`config.mk`:
```
export PLATFORM = sky130hd
export DESIGN_NAME = feed_scheduler
export DESIGN_NICKNAME = d
export VERILOG_FILES = /design/src/rtl/feed_scheduler.sv
export SDC_FILE = /design/constraint.sdc
export NUM_CORES = 1
export LEC_CHECK = 0
export BUFFER_PORTS_ARGS = -buffer_cell sky130_fd_sc_hd__buf_2
export CORE_UTILIZATION = 40
export DETAILED_ROUTE_END_ITERATION = 16
export PLACE_DENSITY_LB_ADDON = 0.12
export SLEW_MARGIN = 25
export SYNTH_ARGS = -nofsm -noshare
export SYNTH_HDL_FRONTEND = slang
export SYNTH_SLANG_ARGS = --single-unit
```
`constraint.sdc`:
```
create_clock -name clk -period 2.85 [get_ports clk]
set_clock_uncertainty 0.1 [all_clocks]
set_input_delay 0.285 -clock clk [delete_from_list [all_inputs] [get_ports clk]]
set_output_delay 0.285 -clock clk [all_outputs]
set_load 0.05 [all_outputs]
```
`src/rtl/feed_scheduler.sv`:
```
// feed_scheduler: counts down a feeding interval in one-second ticks, then drives the
// dispensing motor until the requested portions are confirmed by the portion sensor.
// If no portion arrives within the per-portion timeout, it latches a fault.
// Optional feature macro: FEED_SCHEDULER_MANUAL_EN. When it is defined, i_manual starts an
// immediate feed from COUNT. When it is undefined, i_manual is ignored.
module feed_scheduler #(
    parameter logic [31:0] CLOCK_FREQ        = 32'd50_000_000,
    parameter logic [16:0] INTERVAL_S        = 17'd28800,
    parameter logic [7:0]  PORTION_TIMEOUT_S = 8'd10
) (
    input  logic        clk,
    input  logic        rst_n,
    input  logic        m_state,
    input  logic        i_manual,
    input  logic        sensor_on,
    input  logic [2:0]  porciones,
    output logic        o_m_on,
    output logic        o_busy,
    output logic        o_fault,
    output logic [1:0]  o_state,
    output logic [16:0] o_remaining_s,
    output logic [2:0]  o_portions_done
);

    typedef enum logic [1:0] {
        IDLE     = 2'd0,
        COUNT    = 2'd1,
        DISPENSE = 2'd2,
        FAULT    = 2'd3
    } state_t;

    state_t      state;
    logic [31:0] tick_cnt;
    logic        tick;
    logic [7:0]  timeout_cnt;
    logic [7:0]  timeout_next;
    logic [2:0]  target;
    logic [2:0]  done_next;
    logic        sensor_meta;
    logic        sensor_sync;
    logic        sensor_prev;
    logic        sensor_rise;
    logic        manual_req;

`ifdef FEED_SCHEDULER_MANUAL_EN
    assign manual_req = i_manual;
`else
    assign manual_req = 1'b0 & i_manual;
`endif

    assign tick         = (tick_cnt == CLOCK_FREQ - 32'd1);
    assign done_next    = o_portions_done + 3'd1;
    assign timeout_next = timeout_cnt + 8'd1;
    assign o_state      = state;

    // Synchronise the sensor, then register a single-cycle pulse on each rising edge.
    always_ff @(posedge clk or negedge rst_n) begin
        if (!rst_n) begin
            sensor_meta <= 1'b0;
            sensor_sync <= 1'b0;
            sensor_prev <= 1'b0;
            sensor_rise <= 1'b0;
        end else begin
            sensor_meta <= sensor_on;
            sensor_sync <= sensor_meta;
            sensor_prev <= sensor_sync;
            sensor_rise <= sensor_sync & ~sensor_prev;
        end
    end

    // Scheduler FSM: runs the tick divider and countdown, dispenses portions and detects timeouts.
    always_ff @(posedge clk or negedge rst_n) begin
        if (!rst_n) begin
            state           <= IDLE;
            tick_cnt        <= '0;
            timeout_cnt     <= '0;
            target          <= '0;
            o_m_on          <= 1'b0;
            o_busy          <= 1'b0;
            o_fault         <= 1'b0;
            o_remaining_s   <= '0;
            o_portions_done <= '0;
        end else begin
            if (state == COUNT || state == DISPENSE)
                tick_cnt <= tick ? '0 : tick_cnt + 32'd1;
            else
                tick_cnt <= '0;

            case (state)
                IDLE: begin
                    if (m_state) begin
                        state         <= COUNT;
                        o_remaining_s <= INTERVAL_S;
                        tick_cnt      <= '0;
                    end
                end

                COUNT: begin
                    if (!m_state) begin
                        state         <= IDLE;
                        o_remaining_s <= '0;
                        tick_cnt      <= '0;
                    end else begin
                        if (tick && o_remaining_s != 17'd0)
                            o_remaining_s <= o_remaining_s - 17'd1;
                        if ((tick && o_remaining_s == 17'd1) || manual_req) begin
                            state           <= DISPENSE;
                            o_busy          <= 1'b1;
                            o_m_on          <= (porciones != 3'd0);
                            target          <= porciones;
                            o_portions_done <= '0;
                            timeout_cnt     <= '0;
                            tick_cnt        <= '0;
                        end
                    end
                end

                DISPENSE: begin
                    if (!m_state) begin
                        state         <= IDLE;
                        o_m_on        <= 1'b0;
                        o_busy        <= 1'b0;
                        o_remaining_s <= '0;
                        tick_cnt      <= '0;
                    end else if (target == 3'd0) begin
                        state         <= COUNT;
                        o_m_on        <= 1'b0;
                        o_busy        <= 1'b0;
                        o_remaining_s <= INTERVAL_S;
                        tick_cnt      <= '0;
                    end else if (sensor_rise) begin
                        o_portions_done <= done_next;
                        timeout_cnt     <= '0;
                        if (done_next == target) begin
                            state         <= COUNT;
                            o_m_on        <= 1'b0;
                            o_busy        <= 1'b0;
                            o_remaining_s <= INTERVAL_S;
                            tick_cnt      <= '0;
                        end
                    end else if (tick) begin
                        timeout_cnt <= timeout_next;
                        if (timeout_next == PORTION_TIMEOUT_S) begin
                            state    <= FAULT;
                            o_m_on   <= 1'b0;
                            o_busy   <= 1'b0;
                            o_fault  <= 1'b1;
                            tick_cnt <= '0;
                        end
                    end
                end

                FAULT: begin
                    if (!m_state) begin
                        state         <= IDLE;
                        o_fault       <= 1'b0;
                        o_remaining_s <= '0;
                        tick_cnt      <= '0;
                    end
                end

                default: state <= IDLE;
            endcase
        end
    end

endmodule

```
== Yosys cells after proc, flatten, opt, wreduce, memory -nomap -nowiden ==
Cells that the tools add are included.
Cells by class
  add/sub/neg operators: 4
  equality and inequality tests: 25
  multiplexer cells: 65
  bitwise logic cells: 2
  reductions and logical operators: 16
Operators by type and width (number)
  32-bit 2-to-1 mux: 12
  17-bit 2-to-1 mux: 8
  32-bit one-hot mux with 4 select lines: 1
  17-bit one-hot mux with 4 select lines: 1
  8-bit 2-to-1 mux: 6
  32-bit by 1-bit adder with 32-bit output (second input constant): 1
  32-bit by 26-bit == test with 1-bit output (second input constant): 1
  6-bit AND reduction: 4
  2-bit 2-to-1 mux: 10
  17-bit by 1-bit == test with 1-bit output (second input constant): 1
  17-bit nonzero test: 1
  17-bit by 1-bit subtractor with 17-bit output (second input constant): 1
  1-bit 2-to-1 mux: 16
  2-bit != test (second input constant): 8
  8-bit one-hot mux with 2 select lines: 1
  3-bit 2-to-1 mux: 5
  5-bit by 3-bit != test with 1-bit output (second input constant): 2
  8-bit by 1-bit adder with 8-bit output (second input constant): 1
  8-bit by 4-bit == test with 1-bit output (second input constant): 1
  2-bit one-hot mux with 4 select lines: 1
  7-bit AND reduction: 1
  3-bit by 2-bit != test with 1-bit output (second input constant): 2
  1-bit one-hot mux with 2 select lines: 3
  3-bit one-hot mux with 2 select lines: 1
  19 further kinds: 23
Storage, ports and cells
  bits in registers: 72

== Depth between registers and ports, before layout ==
  depth after elaboration: 9
  gate-level depth with buffers: 10
  gate-level depth less buffers: 8

== Least setup slack after synthesis ==
No wires, ideal clock.
  kind: reg2reg
  from: register o_portions_done[0]
  to: register o_remaining_s[10]
  data arrival time: 2.466 ns
  data required time: 2.626 ns
  slack: 0.160 ns
  cell stages (with the launch flop): 9
  buffers on the path: 2
  clock period less this slack: 2.690 ns
  cell sequence: dfrtp_1 ha_1 xnor2_1 a41oi_1 a211o_1 buf_2 or2_1 buf_4 a211o_1
Between the ends
  longest elaborated chain between the ends: 4
RTL lines
  from (decl): RTL line 22  | output logic [2:0] o_portions_done
  from (signal assigned): RTL line 132  | o_portions_done <= done_next;
  3-bit by 1-bit adder with 3-bit output: RTL line 52  | assign done_next = o_portions_done + 3'd1;
  3-bit == test: RTL line 134  | if (done_next == target) begin
  4-bit by 2-bit != test with 1-bit output (no line)
  5-bit AND reduction (no line)
  to (signal assigned): RTL line 105  | o_remaining_s <= o_remaining_s - 17'd1;
  to (decl): RTL line 21  | output logic [16:0] o_remaining_s,
No other way between the ends.
A chain may end at the register's enable or synchronous reset.

== Worst setup path after layout ==
  from: register o_remaining_s[0]
  to: register o_remaining_s[13]
Between the ends
  longest elaborated chain between the ends: 4
  elaborated cells on any way between the ends: 8
RTL lines
  17-bit by 1-bit subtractor with 17-bit output / 17-bit nonzero test (equally long branches): RTL line 105, 104
  17-bit 2-to-1 mux / 1-bit logical AND (equally long branches): RTL line 104  | if (tick && o_remaining_s != 17'd0)
  17-bit 2-to-1 mux / 3-bit by 2-bit != test with 1-bit output (equally long branches)
  17-bit one-hot mux with 4 select lines / 5-bit AND reduction (equally long branches)
Parallel ways exist; a longest one is shown, timed or not. The select of a mux whose other input is x is not followed.

==> results.yml <==
sta:
  worst_slew_pin_slew_ps: 725.6
  setup_violations: 0
  final.min_clock_period_ps: 2634
  slew_violations: 0
  post-route-period-util: 0.9241
  rsz0062_at_grt: "false"
  slew_headroom: 0.5141
  hold_viol: 0
  setup_tns_ps: 0
  clock.fmax_ghz: 0.3797
setup_path:
  worstPathArrival_ps: 2790
  crit_family: "simple AND/OR/NAND/NOR gates"
  critPathBufInv: 2
  r2r_slack_ps: 220
  r2r-start: "o_remaining_s[0]"
  worstSetupPathType: "reg2reg"
  reg2regPathDepth: 9
  critical_path.cell_chain: "inv_1, ha_1, or3b_2, nor3_4, nand3_2, a21oi_2, or2_1, buf_4, o21ai_0"
  worstPathRequired_ps: 3000
  endpoint_kind: "flop"
  rr_endpoint: "o_remaining_s[13]"
  cp_max_fo: 9
  cp-startpoint: "o_remaining_s[0]"
  slowest_stage: "or3b_2"
  crit_path_max_incr_delay_ps: 550
  startpoint_type: "flop"
logic_synthesis:
  synth-edff-count: 0
  avgSynthCellArea_sq_um: 9.417
  synth_flop_cell: "dfrtp_1"
  synth_cell_types: 62
  async_flop_share: 1.000
  ys_seq_area_frac: 0.4339
  syn_nets: 460
  synth-seq-cells: 72
  synth_warnings: 0
  netlist_area_sq_mm: 0.004153
  syn_inst: 441
detailed_routing:
  drt_pass1_iterations: 4
  post-route-drc-count: 0
  wl_mm: 9.264
  via_per_inst: 5.529
  vias: 3428
  avgRoutedWirePerCell_microns: 14.94
  ant_nets: 0
  drt_iter0_drc: 167
placement:
  dp_hpwl_mm: 6.299
  numPortBuffers: 31
  gp_congestion: 0.8068
power:
  clockPowerShare: 0.227
  leakagePower_nw: 2.069
  power_frac_comb: 0.433
  powerDensity_mw_per_mm2: 771.0
  vdd_drop_max_mv: 0.2998
  power.total_mw: 3.627
  seqPwrFrac: 0.340
  swShare: 0.4387
  p_int_mw: 2.036
  switchingPower_mw: 1.591
clocking:
  clk_latency_ps: 370
  cts.repair.resized: 0
  cts_made_buffers: 9
  htree_levels: 3
  clkTransAtPathRegs_ps: 90
  tritoncts: "done"
  root_buffer: "clkbuf_8"
  clk_path_buf_depth: 2
  cts_sinks: 72
  post_cts_buffers: 0
final_layout:
  drive_above_1_share: 0.1663
  area_delta_synth_final_pct: 13.29
  antenna_cells: 0
  fin_nets: 501
die:
  die_h_microns: 103.9
  die-area_sq_mm: 0.01079
  die_w_microns: 103.9
  initial_core_util: 0.4191
  core_sq_mm: 0.009910
  fp-row-count: 36
  ios: 33
grt:
  grt_usage: 0.1842
  grt_max_degree: 73
  grt_overflow_total: 0
  grt_pass1_vias: 3262
  antenna_found_initial: 0
  grt_pass1_wl_mm: 16.00
worst_hold_path:
  hold_path_end: "target[2]"
  hp-start: "porciones[2]"
  hold_path_depth: 2
  hold_path.class: "in2reg"
flow_run:
  max_cap_viol_count: 0
status:
  status: "complete, no violations"
-- worst max path at each step --
stage / end / slack, ps / cells past startpoint
after CTS: o_remaining_s[13] / 210 / 9
after detailed placement: o_remaining_s[13] / 230 / 9
after global placement: o_remaining_s[13] / 270 / 9
after floorplan: o_remaining_s[10] / 160 / 8
after global routing: o_remaining_s[13] / 30 / 9
final: o_remaining_s[13] / 220 / 9
-- Yosys cell counts, drive strengths merged (4+ instances only) --
cell type,number,area share
nor2b,4,0.0060
clkbuf,5,0.0045
nand2b,4,0.0060
nor3,19,0.029
dfrtp,72,0.43
o21ai,29,0.035
nor3b,5,0.0090
nand4,15,0.024
a21o,7,0.013
o211ai,4,0.0072
buf,11,0.017
xnor2,10,0.021
xor2,18,0.038
ha,11,0.033
a211o,5,0.011
or2,7,0.011
a31oi,6,0.0090
nand3,21,0.028
nand2,27,0.024
o22a,10,0.021
a21oi,19,0.024
nor2,47,0.043
inv,18,0.016
and3,6,0.0090
mux2,5,0.014
or3,13,0.020
nor4,6,0.011
-- routing by layer --
metal,GRT usage,vias up,part of all wire
met5,0,-,0
met4,0.08163,0,0.017
met3,0.03759,13,0.041
met2,0.2752,69,0.45
met1,0.2575,1662,0.49
li1,-,1684,-
-- logic make-up (layout without fill, tap and decap cells) --
| kind of cell | after synthesis | count (layout) | synth area share |
|---|---|---|---|
| simple gates | 185 | 185 | 0.2419 |
| compound gates | 103 | 103 | 0.1699 |
| flops | 72 | 72 | 0.4339 |
| buf+inv | 34 | 80 | 0.03826 |
| xor+xnor | 29 | 29 | 0.06448 |
| fa+ha+maj | 11 | 11 | 0.03314 |
| mux | 7 | 7 | 0.01838 |
-- worst register-to-register path, cell delays in order, from the launching register on --
cell and delay [ps]:
dfrtp_1 440, inv_1 100, ha_1 200, or3b_2 550, nor3_4 200, nand3_2 180
a21oi_2 190, or2_1 250, buf_4 220, o21ai_0 90
-- area by class of cell --
| cell class | count | area, sq um |
|---|---|---|
| clock buffers | 10 | 127.6 |
| clock inverters | 6 | 70.07 |
| fillers | 968 | 5205 |
| inverters | 18 | 67.56 |
| multi-input cells | 335 | 2192 |
| flip-flops and latches | 72 | 1802 |
| well taps | 133 | 166.4 |
| repair buffers | 46 | 279.0 |
-- power groups by stage --
stage / Combinational, mW / Clock [mW] / Sequential (mW)
3_3_place_gp: 1.55 / 0 / 1.25
4_1_cts: 1.57 / 0.850 / 1.23
5_1_grt: 1.72 / 0.895 / 1.25
2_1_floorplan: 0.945 / 0 / 1.50
6_report: 1.57 / 0.824 / 1.23
3_5_place_dp: 1.57 / 0 / 1.25
-- state kept, by name, indices dropped and copies added, names as in the netlist, 2 cells and up --
signal	count
target	3
o_state	2
tick_cnt	32
o_portions_done	3
timeout_cnt	8
o_remaining_s	17
-- stage by stage --
step,util,cells,instance area [sq um],hold slack [ps],worst slack [ps]
2_1_floorplan,-,441,4153,-110.6,160.4
3_3_place_gp,0.4524,602,4483,233.7,269.4
3_5_place_dp,0.4524,602,4483,235.5,229.4
4_1_cts,0.4744,620,4701,55.40,205.4
5_1_grt,0.4747,620,4705,53.62,27.95
6_report,0.4747,620,4705,68.43,216.2
-- cell usage in the layout (no fill, tap or decap), types with 4 or more instances in the layout --
cell and count:
a211o_1 5, a21o_1 7, a21oi_1 18, a31oi_1 6, and3_1 6, buf_2 30, buf_4 13, clkbuf_8 9
dfrtp_1 72, ha_1 11, inv_1 18, nand2_1 27, nand2b_1 4, nand3_1 19, nand4_1 14, nor2_1 46
nor2b_1 4, nor3_1 15, nor3b_1 5, nor4_1 5, o211ai_1 4, o21ai_0 28, o22a_1 10, or2_2 4
or3_1 13, xnor2_1 10, xor2_1 18
-- timing repair --
item                                   CTS  global route
endpoints found under the hold margin   15             0
setup endpoints to repair                0             0
hold buffers                             2             0
(Power assumes the default switching activity.)
